<file path="config.mk">
export PLATFORM = sky130hd
export DESIGN_NAME = imem_arbiter_flat
export DESIGN_NICKNAME = d
export VERILOG_FILES = /design/src/rtl/imem_arbiter_if.sv /design/src/rtl/imem_arbiter.sv /design/src/flat_wrapper.sv
export SDC_FILE = /design/constraint.sdc
export NUM_CORES = 1
export LEC_CHECK = 0
export CAP_MARGIN = 40
export CORE_UTILIZATION = 37
export CTS_CLUSTER_DIAMETER = 60
export CTS_CLUSTER_SIZE = 8
export DETAILED_ROUTE_END_ITERATION = 8
export GPL_TIMING_DRIVEN = 0
export PLACE_DENSITY = 0.93
export SLEW_MARGIN = 0
export SYNTH_ARGS = -nofsm -noshare
export SYNTH_HDL_FRONTEND = slang
export SYNTH_SLANG_ARGS = --single-unit
</file>
<file path="constraint.sdc">
create_clock -name clk -period 2.3 [get_ports clk]
set_input_delay 0.345 -clock clk [delete_from_list [all_inputs] [get_ports clk]]
set_output_delay 0.345 -clock clk [all_outputs]
set_load 0.05 [all_outputs]
</file>
<file path="src/rtl/imem_arbiter_if.sv">
// Fetch and load request/response bundle for the instruction memory arbiter.
// master = CPU fetch unit / loader side, slave = arbiter side.
interface imem_arbiter_if #(
    parameter int ADDRESS_WIDTH = 32,
    parameter int DATA_WIDTH    = 32
);
    logic                     fetch_req;
    logic [ADDRESS_WIDTH-1:0] fetch_addr;
    logic                     fetch_gnt;
    logic                     fetch_valid;
    logic [DATA_WIDTH-1:0]    fetch_data;
    logic                     fetch_err;
    logic                     load_req;
    logic [ADDRESS_WIDTH-1:0] load_addr;
    logic [7:0]               load_byte;
    logic                     load_gnt;
    logic                     load_err;

    modport master (
        output fetch_req, fetch_addr,
        output load_req, load_addr, load_byte,
        input  fetch_gnt, fetch_valid, fetch_data, fetch_err,
        input  load_gnt, load_err
    );

    modport slave (
        input  fetch_req, fetch_addr,
        input  load_req, load_addr, load_byte,
        output fetch_gnt, fetch_valid, fetch_data, fetch_err,
        output load_gnt, load_err
    );
endinterface

</file>
<file path="src/rtl/imem_arbiter.sv">
// Single-port instruction memory arbiter: CPU fetches vs. byte loader,
// load priority with a bounded burst so a waiting fetch cannot starve.
module imem_arbiter #(
    parameter int ADDRESS_WIDTH  = 32,
    parameter int DATA_WIDTH     = 32,
    parameter int SIZE           = 14,
    parameter int LOAD_BURST_MAX = 4
) (
    input  logic                  clk,
    input  logic                  rst,
    imem_arbiter_if.slave         bus,
    output logic [SIZE-1:0]       mem_addr,
    output logic                  mem_we,
    output logic [7:0]            mem_wdata,
    input  logic [DATA_WIDTH-1:0] mem_rdata
);

    localparam logic [ADDRESS_WIDTH-1:0] LAST_WORD =
        ADDRESS_WIDTH'((64'd1 << SIZE) - 64'd4);
    localparam logic [ADDRESS_WIDTH-1:0] LAST_BYTE =
        ADDRESS_WIDTH'((64'd1 << SIZE) - 64'd1);
    localparam logic [2:0] BURST_MAX = 3'(LOAD_BURST_MAX);
    localparam logic [DATA_WIDTH-1:0] NOP = DATA_WIDTH'(32'h0000_0013);

    logic [2:0]            burst_cnt;
    logic                  burst_full;
    logic                  fetch_legal;
    logic                  load_legal;
    logic                  fetch_gnt;
    logic                  load_gnt;
    logic                  valid_q;
    logic                  ferr_q;
    logic                  lerr_q;
    logic [DATA_WIDTH-1:0] data_q;

    assign burst_full  = (burst_cnt == BURST_MAX);
    assign fetch_legal = (bus.fetch_addr[1:0] == 2'b00)
                      && (bus.fetch_addr <= LAST_WORD);
    assign load_legal  = (bus.load_addr <= LAST_BYTE);

    // Arbitration: load first, unless a waiting fetch has seen a full burst.
    always_comb begin
        fetch_gnt = 1'b0;
        load_gnt  = 1'b0;
        if (!rst) begin
            if (bus.load_req && !(bus.fetch_req && burst_full))
                load_gnt = 1'b1;
            else if (bus.fetch_req)
                fetch_gnt = 1'b1;
        end
    end

    // Memory port: illegal fetches and dropped loads leave the port idle.
    always_comb begin
        mem_addr  = '0;
        mem_we    = 1'b0;
        mem_wdata = 8'h00;
        if (fetch_gnt && fetch_legal) begin
            mem_addr = bus.fetch_addr[SIZE-1:0];
        end else if (load_gnt && load_legal) begin
            mem_addr  = bus.load_addr[SIZE-1:0];
            mem_we    = 1'b1;
            mem_wdata = bus.load_byte;
        end
    end

    // Count loads that overtook a waiting fetch; any fetch grant or idle fetch side resets it.
    always_ff @(posedge clk) begin
        if (rst)
            burst_cnt <= 3'd0;
        else if (!bus.fetch_req || fetch_gnt)
            burst_cnt <= 3'd0;
        else if (load_gnt && !burst_full)
            burst_cnt <= burst_cnt + 3'd1;
    end

    // One-cycle fetch response and load error pulse; data holds between responses.
    always_ff @(posedge clk) begin
        if (rst) begin
            valid_q <= 1'b0;
            ferr_q  <= 1'b0;
            lerr_q  <= 1'b0;
            data_q  <= '0;
        end else begin
            valid_q <= fetch_gnt;
            ferr_q  <= fetch_gnt && !fetch_legal;
            lerr_q  <= load_gnt && !load_legal;
            if (fetch_gnt)
                data_q <= fetch_legal ? mem_rdata : NOP;
        end
    end

    // Reset masks the response immediately so an in-flight fetch never surfaces.
    assign bus.fetch_gnt   = fetch_gnt;
    assign bus.load_gnt    = load_gnt;
    assign bus.fetch_valid = valid_q && !rst;
    assign bus.fetch_err   = ferr_q && !rst;
    assign bus.load_err    = lerr_q && !rst;
    assign bus.fetch_data  = rst ? '0 : data_q;

endmodule

</file>
<file path="src/flat_wrapper.sv">
// flat-port wrapper written by rule: the top's interface ports become plain ports
module imem_arbiter_flat 
#(
    parameter int ADDRESS_WIDTH  = 32,
    parameter int DATA_WIDTH     = 32,
    parameter int SIZE           = 14,
    parameter int LOAD_BURST_MAX = 4
)
  (clk, rst, mem_addr, mem_we, mem_wdata, mem_rdata, bus_fetch_req, bus_fetch_addr, bus_load_req, bus_load_addr, bus_load_byte, bus_fetch_gnt, bus_fetch_valid, bus_fetch_data, bus_fetch_err, bus_load_gnt, bus_load_err);
  imem_arbiter_if #(.ADDRESS_WIDTH(ADDRESS_WIDTH), .DATA_WIDTH(DATA_WIDTH)) bus_i ();
  input  logic clk;
  input  logic rst;
  output logic [SIZE-1:0] mem_addr;
  output logic mem_we;
  output logic [7:0] mem_wdata;
  input  logic [DATA_WIDTH-1:0] mem_rdata;
  input wire logic [$bits(bus_i.fetch_req)-1:0] bus_fetch_req;
  input wire logic [$bits(bus_i.fetch_addr)-1:0] bus_fetch_addr;
  input wire logic [$bits(bus_i.load_req)-1:0] bus_load_req;
  input wire logic [$bits(bus_i.load_addr)-1:0] bus_load_addr;
  input wire logic [$bits(bus_i.load_byte)-1:0] bus_load_byte;
  output wire logic [$bits(bus_i.fetch_gnt)-1:0] bus_fetch_gnt;
  output wire logic [$bits(bus_i.fetch_valid)-1:0] bus_fetch_valid;
  output wire logic [$bits(bus_i.fetch_data)-1:0] bus_fetch_data;
  output wire logic [$bits(bus_i.fetch_err)-1:0] bus_fetch_err;
  output wire logic [$bits(bus_i.load_gnt)-1:0] bus_load_gnt;
  output wire logic [$bits(bus_i.load_err)-1:0] bus_load_err;
  assign bus_i.fetch_req = bus_fetch_req;
  assign bus_i.fetch_addr = bus_fetch_addr;
  assign bus_i.load_req = bus_load_req;
  assign bus_i.load_addr = bus_load_addr;
  assign bus_i.load_byte = bus_load_byte;
  assign bus_fetch_gnt = bus_i.fetch_gnt;
  assign bus_fetch_valid = bus_i.fetch_valid;
  assign bus_fetch_data = bus_i.fetch_data;
  assign bus_fetch_err = bus_i.fetch_err;
  assign bus_load_gnt = bus_i.load_gnt;
  assign bus_load_err = bus_i.load_err;
  imem_arbiter #(.ADDRESS_WIDTH(ADDRESS_WIDTH), .DATA_WIDTH(DATA_WIDTH), .SIZE(SIZE), .LOAD_BURST_MAX(LOAD_BURST_MAX)) u_core (.clk(clk), .rst(rst), .bus(bus_i), .mem_addr(mem_addr), .mem_we(mem_we), .mem_wdata(mem_wdata), .mem_rdata(mem_rdata));
endmodule
</file>
==> impl_metrics.env <==
export IMPL_violations="negative setup slack"
export IMPL_cpMostUsedCell="buf_4"
export IMPL_clkTransAtPathRegs_ps=70
export IMPL_clock_latency_ps=290
export IMPL_hold_class="reg -> reg"
export IMPL_cp_required_ps=1960
export IMPL_place_area_um2=4070
export IMPL_syn_nets=409
export IMPL_worst_pin_slew_ps=544
export IMPL_n_fill_cell=397
export IMPL_cap_violations=0
export IMPL_die_area_um2=6550
export IMPL_synth_seq_cells=38
export IMPL_holdBufCountCts=0
export IMPL_antenna_left=0
export IMPL_cellPowerDensity_nw_per_um2=327
export IMPL_area_growth_pct=104
export IMPL_synth_edf_count=0
export IMPL_first_pass_iters=4
export IMPL_routed_via_density=5.76
export IMPL_grt_antenna_before_repair=0
export IMPL_port_buffers=167
export IMPL_crit_arrival_ps=2040
export IMPL_crit_path_start="bus_load_req"
export IMPL_grt_pass1_vias=2930
export IMPL_syn_avg_cell_area_um2=7.71
export IMPL_clock_path_buffers=2
export IMPL_setup_viol=2
export IMPL_grt_max_degree=12
export IMPL_max_stage_delay_ps=550
export IMPL_cts_buffers=5
export IMPL_timing_final_crit_share_pct=104
export IMPL_fp_row_count=28
export IMPL_globalRouteOverflowTotal=0
export IMPL_async_flop_share_pct=0
export IMPL_grt_pass1_wl_um=13800
export IMPL_drive_gt1_share_pct=22.1
export IMPL_hold_viol=0
export IMPL_r2r_start="u_core.burst_cnt[0]"
export IMPL_synth_area_leader_cell="dfxtp_1"
export IMPL_initial_utilization_pct=38.7
export IMPL_die_width_um=80.9
export IMPL_grt_total_usage_pct=27.1
export IMPL_clkSinkCount=38
export IMPL_cts_tree="done"
export IMPL_netlist_top_cells_count="47 x o21ai_0, 43 x nand4_1, 38 x dfxtp_1"
export IMPL_antenna_cells=0
export IMPL_ys_warn_count=0
export IMPL_ys_types=28
export IMPL_drc=0
export IMPL_wl_um=10700
export IMPL_outcome="finished, violations left"
export IMPL_layout_cells_non_filler=563
export IMPL_synth_seq_area_share_pct=33.0
export IMPL_die_y_um=80.9
export IMPL_synthTopCellsByArea="dfxtp_1 33%, nand4_1 12%, o21ai_0 10%"
export IMPL_start_kind="input port"
export IMPL_root_buffer="clkbuf_8"
export IMPL_max_freq_mhz=420
export IMPL_final_util_pct=78.9
export IMPL_crit_slowest_cell="clkdlybuf4s50_1"
export IMPL_path_max_fanout=4
export IMPL_synth_top_area_share_pct=33.0
export IMPL_synth_main_ff_cell="dfxtp_1"
export IMPL_routedWlPerCell_um=19.0
export IMPL_report_final_slew_viol_count=0
export IMPL_io_pin_count=168
export IMPL_synth_most_common_cell="o21ai_0"
export IMPL_drt_iter0_drc=190
export IMPL_fin_area_um2=4700
export IMPL_path_cells="clkdlybuf4s50_1 > nor2b_4 > nand2_2 > buf_4 > buf_4 > o32ai_2 > buf_6"
export IMPL_placed_cells=541
export IMPL_hold_ws_ps=465
export IMPL_ir_drop_mv=0.354
export IMPL_gp_congestion=0.800
export IMPL_syn_area_um2=2310
export IMPL_syn_instance_count=299
export IMPL_min_from="u_core.burst_cnt[0]"
export IMPL_htreeDepth=2
export IMPL_slew_headroom_pct=63.9
export IMPL_setup_slack_ps=-82.9
export IMPL_setup_worst_path_end_class="output pin"
export IMPL_p_leak_nw=1.86
export IMPL_layout_min_cycle_time_ps=2380
export IMPL_timing_setup_critical_path_class="in -> out"
export IMPL_via_count=3244
export IMPL_dp_hpwl_um=6710
export IMPL_fin_total_pwr_mw=1.54
export IMPL_fin_nets=597
export IMPL_core_area_um2=5960
export IMPL_fin_skew_ps=7.83
[layer usage]
| layer | vias up | GRT usage (%) | wire [µm] |
|---|---|---|---|
| met1 | 1550 | 32.7 | 3960 |
| li1 | 1491 | - | - |
| met2 | 167 | 48.6 | 5580 |
| met5 | - | 0 | 0 |
| met4 | 0 | 7.14 | 405 |
| met3 | 36 | 5.51 | 732 |
[critical path, delay by kind of cell]
kind / cells / cell delay [ps]
buf+inv: 4 / 1070
simple gates: 2 / 300
compound gates: 1 / 330
[sequential cells by signal, summed over array words and instances, names as in the netlist]
signal	flops
u_core.data_q	32
u_core.ferr_q	1
u_core.lerr_q	1
u_core.burst_cnt	3
u_core.valid_q	1
[where the power goes]
group	switching (mW)	internal, mW
Sequential	0.00194	0.665
Clock	0.244	0.242
Combinational	0.172	0.212
Total	0.418	1.12
[worst paths after layout]
kind / cells after the start / end / slack (ps)
max: 7 / mem_addr[4] / -80
min: 1 / u_core.burst_cnt[0] / 470
max reg2reg: 6 / u_core.data_q[10] / 620
min reg2reg: 1 / u_core.burst_cnt[0] / 470
[logic make-up after synthesis]
kind of cell / Yosys count / share of synthesized area [%]
buffers and inverters: 39 / 7.65
adders and majority gates: 2 / 1.09
and+or+nand+nor: 138 / 35.2
DFF: 38 / 33.0
AOI/OAI and AO/OA: 82 / 23.1
[timing repair]
| item | 4_1_cts | 5_1_grt |
|---|---|---|
| pin swaps | 4 | 16 |
| hold endpoints to repair | 0 | 0 |
| setup buffers | 8 | 3 |
| gates resized for setup | 247 | 69 |
| setup endpoints to repair | 60 | 51 |
| gates cloned | 0 | 4 |
[cells in the final DEF (no fill, tap or decap), drive strengths merged, types with 3 or more instances in the layout]
cell           instances
o32ai                 12
a21oi                  4
a31oi                  3
nor2b                 37
nand2                 13
dlygate4sd2           31
o21ai                 59
clkbuf                27
nor3                  14
dlymetal6s2s          17
nand4                 43
inv                    4
dfxtp                 38
clkdlybuf4s50         90
nor2                   6
nor4                   9
clkdlybuf4s15          5
buf                   53
nand3                 11
[area by class of cell]
cell class | instances | area [µm²] | share of cell area, %
inverters | 4 | 15.0 | 0.319
clock buffers | 7 | 86.3 | 1.84
multi-input cells | 222 | 1650 | 35.1
well taps | 75 | 93.8 | 2.00
flip-flops and latches | 38 | 761 | 16.2
clock inverters | 1 | 5.00 | 0.106
plain buffers | 34 | 262 | 5.56
repair buffers | 182 | 1830 | 38.9
[metrics by stage]
step | worst slack, ps | setup TNS (ps)
floorplan | -221 | -3150
global placement | -822 | -28060
detailed placement | -861 | -29620
CTS | -60.5 | -123
global route | -111 | -660
finish | -82.9 | -86.0
No activity file was read; power rests on OpenSTA's default activity.
